### src/rtl/ram_write_arbiter.sv
// ram_write_arbiter
// Merges two requesters onto the single write port of the cache's simple
// dual-port RAM. Requester A carries single-beat CPU store hits. Requester B
// carries multi-beat line refills. The selected beat is registered onto the
// RAM write signals, so it appears one cycle after it is accepted.
//
// Optional feature, enabled by defining RAM_INIT_CLEAR_EN:
//   After reset, the whole array is swept to zero before any requester is
//   served. initDone rises on the same cycle as the final clear write.
//   Without the macro there is no sweep, and initDone is constant 1.
//
// Ports:
//   clk, rst                  clock; synchronous active-high reset
//   aValid/aReady             requester A handshake
//   aAddress/aData/aByteEnable  requester A beat
//   bValid/bReady/bLast       requester B handshake and end-of-burst marker
//   bAddress/bData/bByteEnable  requester B beat
//   writeAddress/writeData/writeEnable/writeByteEnable  registered RAM write port
//   initDone                  array ready; requesters are served only while high
module ram_write_arbiter #(
  parameter int WIDTH = 32,
  parameter int DEPTH = 1024,
  localparam int AW = (DEPTH > 1) ? $clog2(DEPTH) : 1,
  localparam int BE = (WIDTH + 7) / 8
) (
  input  logic             clk,
  input  logic             rst,
  input  logic             aValid,
  output logic             aReady,
  input  logic [AW-1:0]    aAddress,
  input  logic [WIDTH-1:0] aData,
  input  logic [BE-1:0]    aByteEnable,
  input  logic             bValid,
  output logic             bReady,
  input  logic [AW-1:0]    bAddress,
  input  logic [WIDTH-1:0] bData,
  input  logic [BE-1:0]    bByteEnable,
  input  logic             bLast,
  output logic [AW-1:0]    writeAddress,
  output logic [WIDTH-1:0] writeData,
  output logic             writeEnable,
  output logic [BE-1:0]    writeByteEnable,
  output logic             initDone
);

  typedef enum logic {PRI_A, PRI_B} pri_t;

  pri_t pri;
  logic lock;
  logic run;
  logic a_acc;
  logic b_acc;

`ifdef RAM_INIT_CLEAR_EN
  typedef enum logic {INIT, RUN} state_t;

  localparam logic [AW-1:0] LAST_ADDR = AW'(DEPTH - 1);

  state_t        state;
  logic [AW-1:0] clr_addr;

  assign run = (state == RUN) && !rst;
`else
  assign run      = !rst;
  assign initDone = 1'b1;
`endif

  // While a burst is locked, B owns the port even across bValid gaps,
  // so A is held off until the last beat is accepted.
  always_comb begin
    aReady = 1'b0;
    bReady = 1'b0;
    if (run) begin
      if (lock) begin
        bReady = 1'b1;
      end else begin
        aReady = aValid && (!bValid || pri == PRI_A);
        bReady = bValid && (!aValid || pri == PRI_B);
      end
    end
  end

  assign a_acc = aValid && aReady;
  assign b_acc = bValid && bReady;

  always_ff @(posedge clk) begin
    if (rst) begin
      pri             <= PRI_A;
      lock            <= 1'b0;
      writeEnable     <= 1'b0;
      writeAddress    <= '0;
      writeData       <= '0;
      writeByteEnable <= '0;
`ifdef RAM_INIT_CLEAR_EN
      state           <= INIT;
      clr_addr        <= '0;
      initDone        <= 1'b0;
`endif
    end else begin
      writeEnable <= 1'b0;
      if (a_acc) begin
        writeEnable     <= 1'b1;
        writeAddress    <= aAddress;
        writeData       <= aData;
        writeByteEnable <= aByteEnable;
      end else if (b_acc) begin
        writeEnable     <= 1'b1;
        writeAddress    <= bAddress;
        writeData       <= bData;
        writeByteEnable <= bByteEnable;
      end
`ifdef RAM_INIT_CLEAR_EN
      else if (state == INIT) begin
        writeEnable     <= 1'b1;
        writeAddress    <= clr_addr;
        writeData       <= '0;
        writeByteEnable <= '1;
        // Stop exactly at DEPTH-1 so a non-power-of-2 array never wraps
        // into unused addresses.
        if (clr_addr == LAST_ADDR) begin
          state    <= RUN;
          initDone <= 1'b1;
        end else begin
          clr_addr <= clr_addr + AW'(1);
        end
      end
`endif

      // The end of a burst always hands priority back to A; otherwise a
      // contested cycle flips priority to the side that lost.
      if (b_acc && bLast) begin
        pri <= PRI_A;
      end else if (run && !lock && aValid && bValid) begin
        pri <= (pri == PRI_A) ? PRI_B : PRI_A;
      end

      if (b_acc) begin
        lock <= !bLast;
      end
    end
  end

endmodule

### config.mk
export PLATFORM = sky130hd
export DESIGN_NAME = ram_write_arbiter
export DESIGN_NICKNAME = d
export VERILOG_FILES = /design/src/rtl/ram_write_arbiter.sv
export SDC_FILE = /design/constraint.sdc
export NUM_CORES = 1
export LEC_CHECK = 0
export BUFFER_PORTS_ARGS = -buffer_cell sky130_fd_sc_hd__buf_2
export CAP_MARGIN = 25
export CELL_PAD_IN_SITES_DETAIL_PLACEMENT = 1
export CELL_PAD_IN_SITES_GLOBAL_PLACEMENT = 1
export CORE_ASPECT_RATIO = 1.1
export CORE_UTILIZATION = 25
export CTS_CLUSTER_SIZE = 28
export DETAILED_ROUTE_END_ITERATION = 8
export HOLD_SLACK_MARGIN = 0.12
export PLACE_DENSITY = 0.76
export SYNTH_ARGS = -nofsm -noshare
export SYNTH_HDL_FRONTEND = slang
export SYNTH_SLANG_ARGS = --single-unit
### constraint.sdc
create_clock -name clk -period 1.75 [get_ports clk]
set_input_delay 0.525 -clock clk [delete_from_list [all_inputs] [get_ports clk]]
set_output_delay 0.525 -clock clk [all_outputs]
set_load 0.05 [all_outputs]
== Word-level counts from Yosys, hierarchy flattened ==
Index checks and enable logic that the tools add are counted.
Widths: inputs -> output; s select.

* Bits in registers: 49
* Input bits: 97
* Word-level logic and storage cells: 37

* Multiplexer cells: 13
* Bitwise logic cells: 1
* Reductions and logical operators: 17

{| class="wikitable"
|+ Operator list
! kind !! count
|-
| $mux 32 || 2
|-
| $mux 10 || 2
|-
| $logic_and 1x1->1 || 8
|-
| $mux 4 || 2
|-
| $mux 1 || 7
|-
| $logic_not 1->1 || 5
|-
| $logic_or 1x1->1 || 2
|-
| $reduce_bool 2->1 || 1
|-
| $reduce_or 2->1 || 1
|-
| $not 1->1 || 1
|}

== Longest topological paths before layout ==
Gate-level depths: netlist of run 1.

* Word-level depth: 8
* Gate-level depth with buffers: 7

== Worst setup path after synthesis of run 1 ==
Ideal clock, no wire load.

* Kind: input to output
* Start: input rst
* End: output bReady
* Arrival: 1.529 ns
* Data required time: 1.225 ns
* Setup slack: -0.304 ns
* Cell stages on the path: 3
* Path buffers: 2
* Cell sequence: clkbuf_1 -> clkbuf_1 -> nor2_1

* Word-level cells in the longest chain between the ends: 1

{| class="wikitable"
|+ RTL lines
! element !! line !! RTL
|-
| from (decl) || 27 || <nowiki>input logic rst,</nowiki>
|-
| $mux 1 || 73 || <nowiki>if (run) begin</nowiki>
|-
| to (decl) || 34 || <nowiki>output logic bReady,</nowiki>
|}

No other way between the ends.

== Worst setup path after layout of run 1 ==
* Start: register lock
* End: output aReady

* Word-level cells in the longest chain between the ends: 2

{| class="wikitable"
|+ RTL lines
! element !! line !! RTL
|-
| from (decl) || 49 || <nowiki>logic lock;</nowiki>
|-
| from (signal assigned) || 138 || <nowiki>lock <= !bLast;</nowiki>
|-
| $mux 1 || 74 || <nowiki>if (lock) begin</nowiki>
|-
| $mux 1 || 73 ||
|-
| to (decl) || 29 || <nowiki>output logic aReady,</nowiki>
|}

No other way between the ends.

==> flow_metrics.py, run 1 <==
metrics = {
    "sta": {
        "postLayoutSetupSlackWorst_ns": -0.153,
        "relSlewSlack": 0.619,
        "fin_crit_ns": 1.90,
        "period_share": 1.09,
        "holdWs_ns": 0.433,
        "hold_viol_final": 0,
        "finalClockSkew_ns": 0.00597,
        "final-setup-viol-count": 1,
        "worst_pin_slew_ns": 0.571,
        "max_freq_mhz": 526,
        "slew_violations": 0,
        "rsz0062_at_grt": "true",
    },
    "routing": {
        "drtPass1Iterations": 4,
        "ant_nets": 0,
        "drt_iter0_drc": 30,
        "wl_per_cell_um": 14.0,
        "drc": 0,
        "num_vias": 2496,
        "routed_via_density": 4.74,
        "drt-total-wl_um": 7360,
    },
    "placed_design": {
        "dp_hpwl_um": 5200,
        "port_buffers": 145,
        "gp_congestion": 0.723,
        "placed_cells_incl_taps": 515,
    },
    "yosys": {
        "syn_area_um2": 2130,
        "synth_compound_area_frac": 0.204,
        "synthSimpleGateAreaFrac": 0.264,
        "synth_top_family_by_area": "simple AND/OR/NAND/NOR gates",
        "ys_types": 20,
        "synth-seq-area-share": 0.460,
        "synthAdderAreaFrac": 0,
        "ys_warn_count": 0,
        "avgSynthCellArea_um2": 7.72,
        "synth_nets": 373,
        "synthMuxAreaShare": 0,
        "ys_seq_elements": 49,
        "syn_inst": 276,
        "synth_xor_area_frac": 0,
    },
    "power_and_ir_drop": {
        "internal-power_mw": 1.80,
        "p_sw_mw": 1.03,
        "combPwrFrac": 0.328,
        "p_clk_frac": 0.230,
        "powerDensity_nw_per_um2": 874,
        "p_sw_frac": 0.365,
        "power_leakage_nw": 1.55,
        "power_frac_seq": 0.442,
        "ir_drop_mv": 0.290,
    },
    "global_route": {
        "grt_max_degree": 51,
        "gr-usage-all-layers": 0.158,
        "grt_pass1_vias": 2450,
        "overflow": 0,
        "antenna_found_initial": 0,
        "grt_pass1_wl_um": 11700,
    },
    "floorplan": {
        "start_util": 0.264,
        "dieArea_um2": 8900,
        "pin_count": 147,
        "core_um2": 8080,
        "dieWidth_um": 90.0,
        "num_rows": 34,
        "die_h_um": 98.8,
    },
    "clocking": {
        "cts.sinks": 49,
        "path_clk_slew_ns": 0.09,
        "root_buffer": "clkbuf_8",
        "clk_latency_ns": 0.29,
        "tritoncts": "done",
        "hold_buffers": 0,
        "clk_path_buf_depth": 2,
        "numCtsBuffers": 5,
        "cts_max_level": 2,
    },
    "final_layout": {
        "post_route_cells_drive_above_1_share": 0.444,
        "antenna_cells": 0,
        "finalNonFillerCells": 527,
        "nets": 515,
        "areaGrowthSynthToFinish_pct": 51.9,
    },
    "outcome": {
        "violations": "setup timing",
        "status": "finished, violations left",
    },
    "worst_setup_path": {
        "path_class": "reg2out",
        "ff2ff_path_depth": 7,
        "crit_required_ns": 1.22,
        "cp-start-kind": "register",
        "path_max_fanout": 2,
        "rrSetupSlack_ns": 0.05,
        "end_kind": "primary output",
        "rr_startpoint": "lock$_SDFFE_PP0P_",
        "reg2reg_to": "writeData[7]$_SDFFE_PP0P_",
        "arrival_ns": 1.38,
    },
    "hold_path": {
        "min_path_type": "in2reg",
        "holdPathStages": 2,
        "whs_endpoint": "lock$_SDFFE_PP0P_",
        "min_from": "bLast",
    },
    "run": {
        "maxCapViolations": 0,
    },
}
-- state kept, by name (all words and copies together), names as in the netlist --
register	flops
lock	1
writeData	32
writeEnable	1
pri	1
writeByteEnable	4
writeAddress	10
-- layout by cell type, fill, tap and decap left out --
cell	count
buf_2	142
nand2_1	93
dfxtp_1	47
nor2_1	46
a311oi_1	36
buf_4	14
a311oi_2	10
clkbuf_8	5
buf_12	4
clkbuf_1	3
nand2b_4	2
dfxtp_2	2
buf_8	2
and2_1	1
or3_4	1
inv_4	1
a21oi_2	1
nor2_4	1
inv_1	1
a21oi_4	1
nor2b_1	1
o21ai_0	1
or3_1	1
a21oi_1	1
a211oi_1	1
conb_1	1
-- area by class of cell --
cell class | instances | area, um^2
sequential | 49 | 983
multi-input combinational | 198 | 1100
timing repair buffer | 162 | 926
inverter | 2 | 10.0
fill | 1048 | 4850
tap | 108 | 135
clock buffer | 8 | 80.1
-- routing by layer --
metal | vias up | part of all wire | track usage
met5 | - | 0 | 0
met4 | 0 | 0.0024 | 0.0261
met3 | 2 | 0.071 | 0.0424
met2 | 93 | 0.50 | 0.291
met1 | 1172 | 0.43 | 0.187
li1 | 1229 | - | -
-- synth_stat cells --
cell type / instances / area (um^2)
nand2_1: 93 / 349
dfxtp_1: 49 / 981
nor2_1: 47 / 176
a311oi_1: 46 / 403
clkbuf_1: 16 / 60.1
buf_2: 5 / 25.0
buf_6: 4 / 45.0
a21oi_1: 2 / 10.0
nand2b_1: 2 / 12.5
or3_1: 2 / 12.5
a211oi_1: 1 / 7.51
a21oi_2: 1 / 8.76
and2_1: 1 / 6.26
buf_1: 1 / 3.75
buf_4: 1 / 7.51
conb_1: 1 / 3.75
inv_1: 1 / 3.75
inv_2: 1 / 3.75
nor2b_1: 1 / 6.26
o21ai_0: 1 / 5.00
-- cell families (layout without fill, tap and decap cells) --
family | Yosys count | count (layout)
AND/OR/NAND/NOR | 146 | 146
AO/OA/AOI/OAI | 51 | 51
other | 1 | 1
buffers and inverters | 29 | 172
flip-flops | 49 | 49
-- worst max-delay path: stages, from the launching register on --
cell and delay (ns):
dfxtp_2 0.33, nand2b_4 0.14, or3_4 0.41, inv_4 0.07, buf_8 0.14
-- worst max path at each step --
| stage | startpoint | to | cells after the start |
|---|---|---|---|
| 6_report | lock$_SDFFE_PP0P_ | aReady | 4 |
| 5_1_grt | lock$_SDFFE_PP0P_ | aReady | 4 |
| 4_1_cts | lock$_SDFFE_PP0P_ | aReady | 4 |
| 3_5_place_dp | bValid | aReady | 5 |
| 3_3_place_gp | bValid | aReady | 5 |
| 2_1_floorplan | bValid | aReady | 4 |
-- power groups by stage --
stage          clock, mW  sequential, mW  combinational, mW
2_1_floorplan          0            1.59              0.284
3_3_place_gp           0            1.27              0.858
3_5_place_dp           0            1.28              0.873
4_1_cts            0.690            1.25              0.896
5_1_grt            0.737            1.26              0.994
6_report           0.650            1.25              0.928
-- stage by stage --
step                worst slack, ns  cell area [um^2]  power [mW]  setup TNS (ns)  utilization
floorplan                   -0.0363              2150        1.87         -0.0363            -
global placement             -0.376              2990        2.13          -13.57        0.370
detailed placement           -0.383              2990        2.15          -15.05        0.370
CTS                          -0.163              3140        2.84          -0.163        0.388
global route                 -0.202              3240        2.99          -0.223        0.400
finish                       -0.153              3240        2.83          -0.153        0.400
-- repair_timing --
item / CTS / global route
endpoints found under the setup margin: 48 / 34
setup buffers: 3 / 1
pin swaps: 2 / 4
gates resized for setup: 13 / 17
Note: power is estimated with default switching activity, not from simulation.
==> run 2: changes to the inputs <==
--- a/config.mk
+++ b/config.mk
@@ -13,3 +13,2 @@
 export CORE_UTILIZATION = 25
-export CTS_CLUSTER_SIZE = 28
 export DETAILED_ROUTE_END_ITERATION = 8
--- a/constraint.sdc
+++ b/constraint.sdc
@@ -3,2 +3,2 @@
 set_output_delay 0.525 -clock clk [all_outputs]
-set_load 0.05 [all_outputs]
+set_load 0.1 [all_outputs]
==> run 2 against run 1 <==
  * The run still ends with setup timing left
  * Maximum frequency decreased by 0.18%
  * Worst hold slack got worse by 0.018 ns
  * Final cell count decreased by 0.19%
  * Clock power increased by 46%
  * Design area increased by 0.31%
  * Register-to-register slack improved by 0.04 ns
  * Core utilization increased by 0.12 points
  * Count of clock-buffer cells in the layout decreased by 3
  * Highest routed layer unchanged
  * Combinational power increased by 35%
  * Clock skew decreased by 0.0024 ns
==> flow_metrics.py, run 2 (synthesis results as in run 1) <==
metrics = {
    "clocking": {
        "cts.sinks": 49,
        "path_clk_slew_ns": 0.09,
        "cts_max_level": 2,
        "clk_latency_ns": 0.29,
        "root_buffer": "clkbuf_8",
        "tritoncts": "done",
        "hold_buffers": 0,
        "clk_path_buf_depth": 2,
        "numCtsBuffers": 5,
    },
    "final_layout": {
        "nets": 514,
        "final_common_cell": "buf_2",
        "antenna_cells": 0,
        "final_cell_mix": "buf_2 (142), nand2_1 (93), dfxtp_1 (47)",
        "largest_reg_flops": 32,
        "post_route_cells_drive_above_1_share": 0.433,
        "fin_area_um2": 3250,
        "nFillCells": 1055,
        "areaGrowthSynthToFinish_pct": 52.4,
        "reg_top3": "writeData: 32 flops, writeAddress: 10 flops, writeByteEnable: 4 flops",
        "regMostFlops": "writeData",
        "fin_util": 0.402,
    },
    "sta": {
        "rsz0062_at_grt": "true",
        "holdWs_ns": 0.415,
        "postLayoutSetupSlackWorst_ns": -0.156,
        "fin_crit_ns": 1.91,
        "hold_viol_final": 0,
        "fin_tns_setup_ns": -0.205,
        "period_share": 1.09,
        "worst_pin_slew_ns": 0.513,
        "relSlewSlack": 0.660,
        "max_freq_mhz": 525,
        "slew_violations": 0,
        "final-setup-viol-count": 2,
        "finalClockSkew_ns": 0.00358,
    },
    "worst_setup_path": {
        "path_max_fanout": 2,
        "rr_startpoint": "pri$_SDFFE_PP0P_",
        "crit_required_ns": 1.22,
        "ff2ff_path_depth": 7,
        "path_class": "in2out",
        "cp-start-kind": "input pin",
        "rrSetupSlack_ns": 0.09,
        "arrival_ns": 1.38,
        "end_kind": "primary output",
        "reg2reg_to": "writeAddress[0]$_SDFFE_PP0P_",
    },
    "floorplan": {
        "dieWidth_um": 90.0,
        "die_h_um": 98.8,
        "core_um2": 8080,
        "dieArea_um2": 8900,
        "start_util": 0.264,
        "pin_count": 147,
        "num_rows": 34,
    },
    "power_and_ir_drop": {
        "ir_drop_mv": 0.355,
        "powerDensity_nw_per_um2": 1060,
        "power_mw": 3.45,
        "power_leakage_nw": 1.57,
    },
    "placed_design": {
        "placed_cell_area_um2": 3030,
        "dp_hpwl_um": 5100,
        "gp_congestion": 0.733,
        "port_buffers": 145,
    },
    "hold_path": {
        "whs_endpoint": "lock$_SDFFE_PP0P_",
        "min_path_type": "in2reg",
        "min_from": "bLast",
        "holdPathStages": 2,
    },
    "global_route": {
        "antenna_found_initial": 0,
        "overflow": 0,
        "grt_pass1_wl_um": 11300,
        "grt_pass1_vias": 2458,
        "gr-usage-all-layers": 0.156,
        "grt_max_degree": 47,
    },
    "routing": {
        "routed_via_density": 4.65,
        "drt-total-wl_um": 6910,
        "drtPass1Iterations": 4,
        "drc": 0,
        "wl_per_cell_um": 13.1,
        "num_vias": 2446,
        "drt_iter0_drc": 61,
        "ant_nets": 0,
    },
    "outcome": {
        "status": "finished, violations left",
        "violations": "setup timing",
    },
    "run": {
        "maxCapViolations": 0,
    },
}
run 2: final cells by class:
type | count | area (um^2) | area share
Clock inverter | 3 | 65.1 | 0.0200
Clock buffer | 5 | 68.8 | 0.0212
Multi-Input combinational cell | 198 | 1070 | 0.328
Sequential cell | 49 | 983 | 0.303
Inverter | 2 | 10.0 | 0.00308
Tap cell | 108 | 135 | 0.0416
Timing Repair Buffer | 161 | 918 | 0.283
run 2: metrics by stage:
stage,cells,worst slack (ns)
floorplan,276,-0.0748
global placement,516,-0.320
detailed placement,516,-0.391
CTS,526,-0.157
global route,526,-0.192
finish,526,-0.156
run 2: what timing repair did:
action	CTS	global route
pin swaps	4	0
setup buffers	2	0
endpoints found under the setup margin	31	7
gates resized for setup	9	6
endpoints found under the hold margin	0	0
run 2: metal layers:
layer	track usage	wire, um	vias up
li1	-	-	1227
met1	0.179	2880	1121
met2	0.284	3480	88
met3	0.0363	402	10
met4	0.0558	144	0
met5	0	0	-
run 2: worst max path at each step:
| stage | from | to | slack (ns) | cells after the start |
|---|---|---|---|---|
| 3_5_place_dp | bValid | writeData[27]$_SDFFE_PP0P_ | -0.39 | 7 |
| 4_1_cts | pri$_SDFFE_PP0P_ | aReady | -0.16 | 4 |
| 5_1_grt | pri$_SDFFE_PP0P_ | aReady | -0.19 | 4 |
| 2_1_floorplan | bValid | aReady | -0.07 | 4 |
| 6_report | bValid | aReady | -0.16 | 5 |
| 3_3_place_gp | bValid | writeAddress[2]$_SDFFE_PP0P_ | -0.32 | 7 |
run 2: worst max-delay path, stage by stage:
cell    delay (ns)
buf_6         0.09
and2_1        0.14
or3_4         0.38
inv_4         0.07
buf_12        0.16
run 2: power breakdown:
| part | switching, mW | internal (mW) | leakage, nW |
|---|---|---|---|
| Sequential | 0.0427 | 1.21 | 0.407 |
| Combinational | 0.959 | 0.292 | 1.10 |
| Clock | 0.380 | 0.568 | 0.0681 |
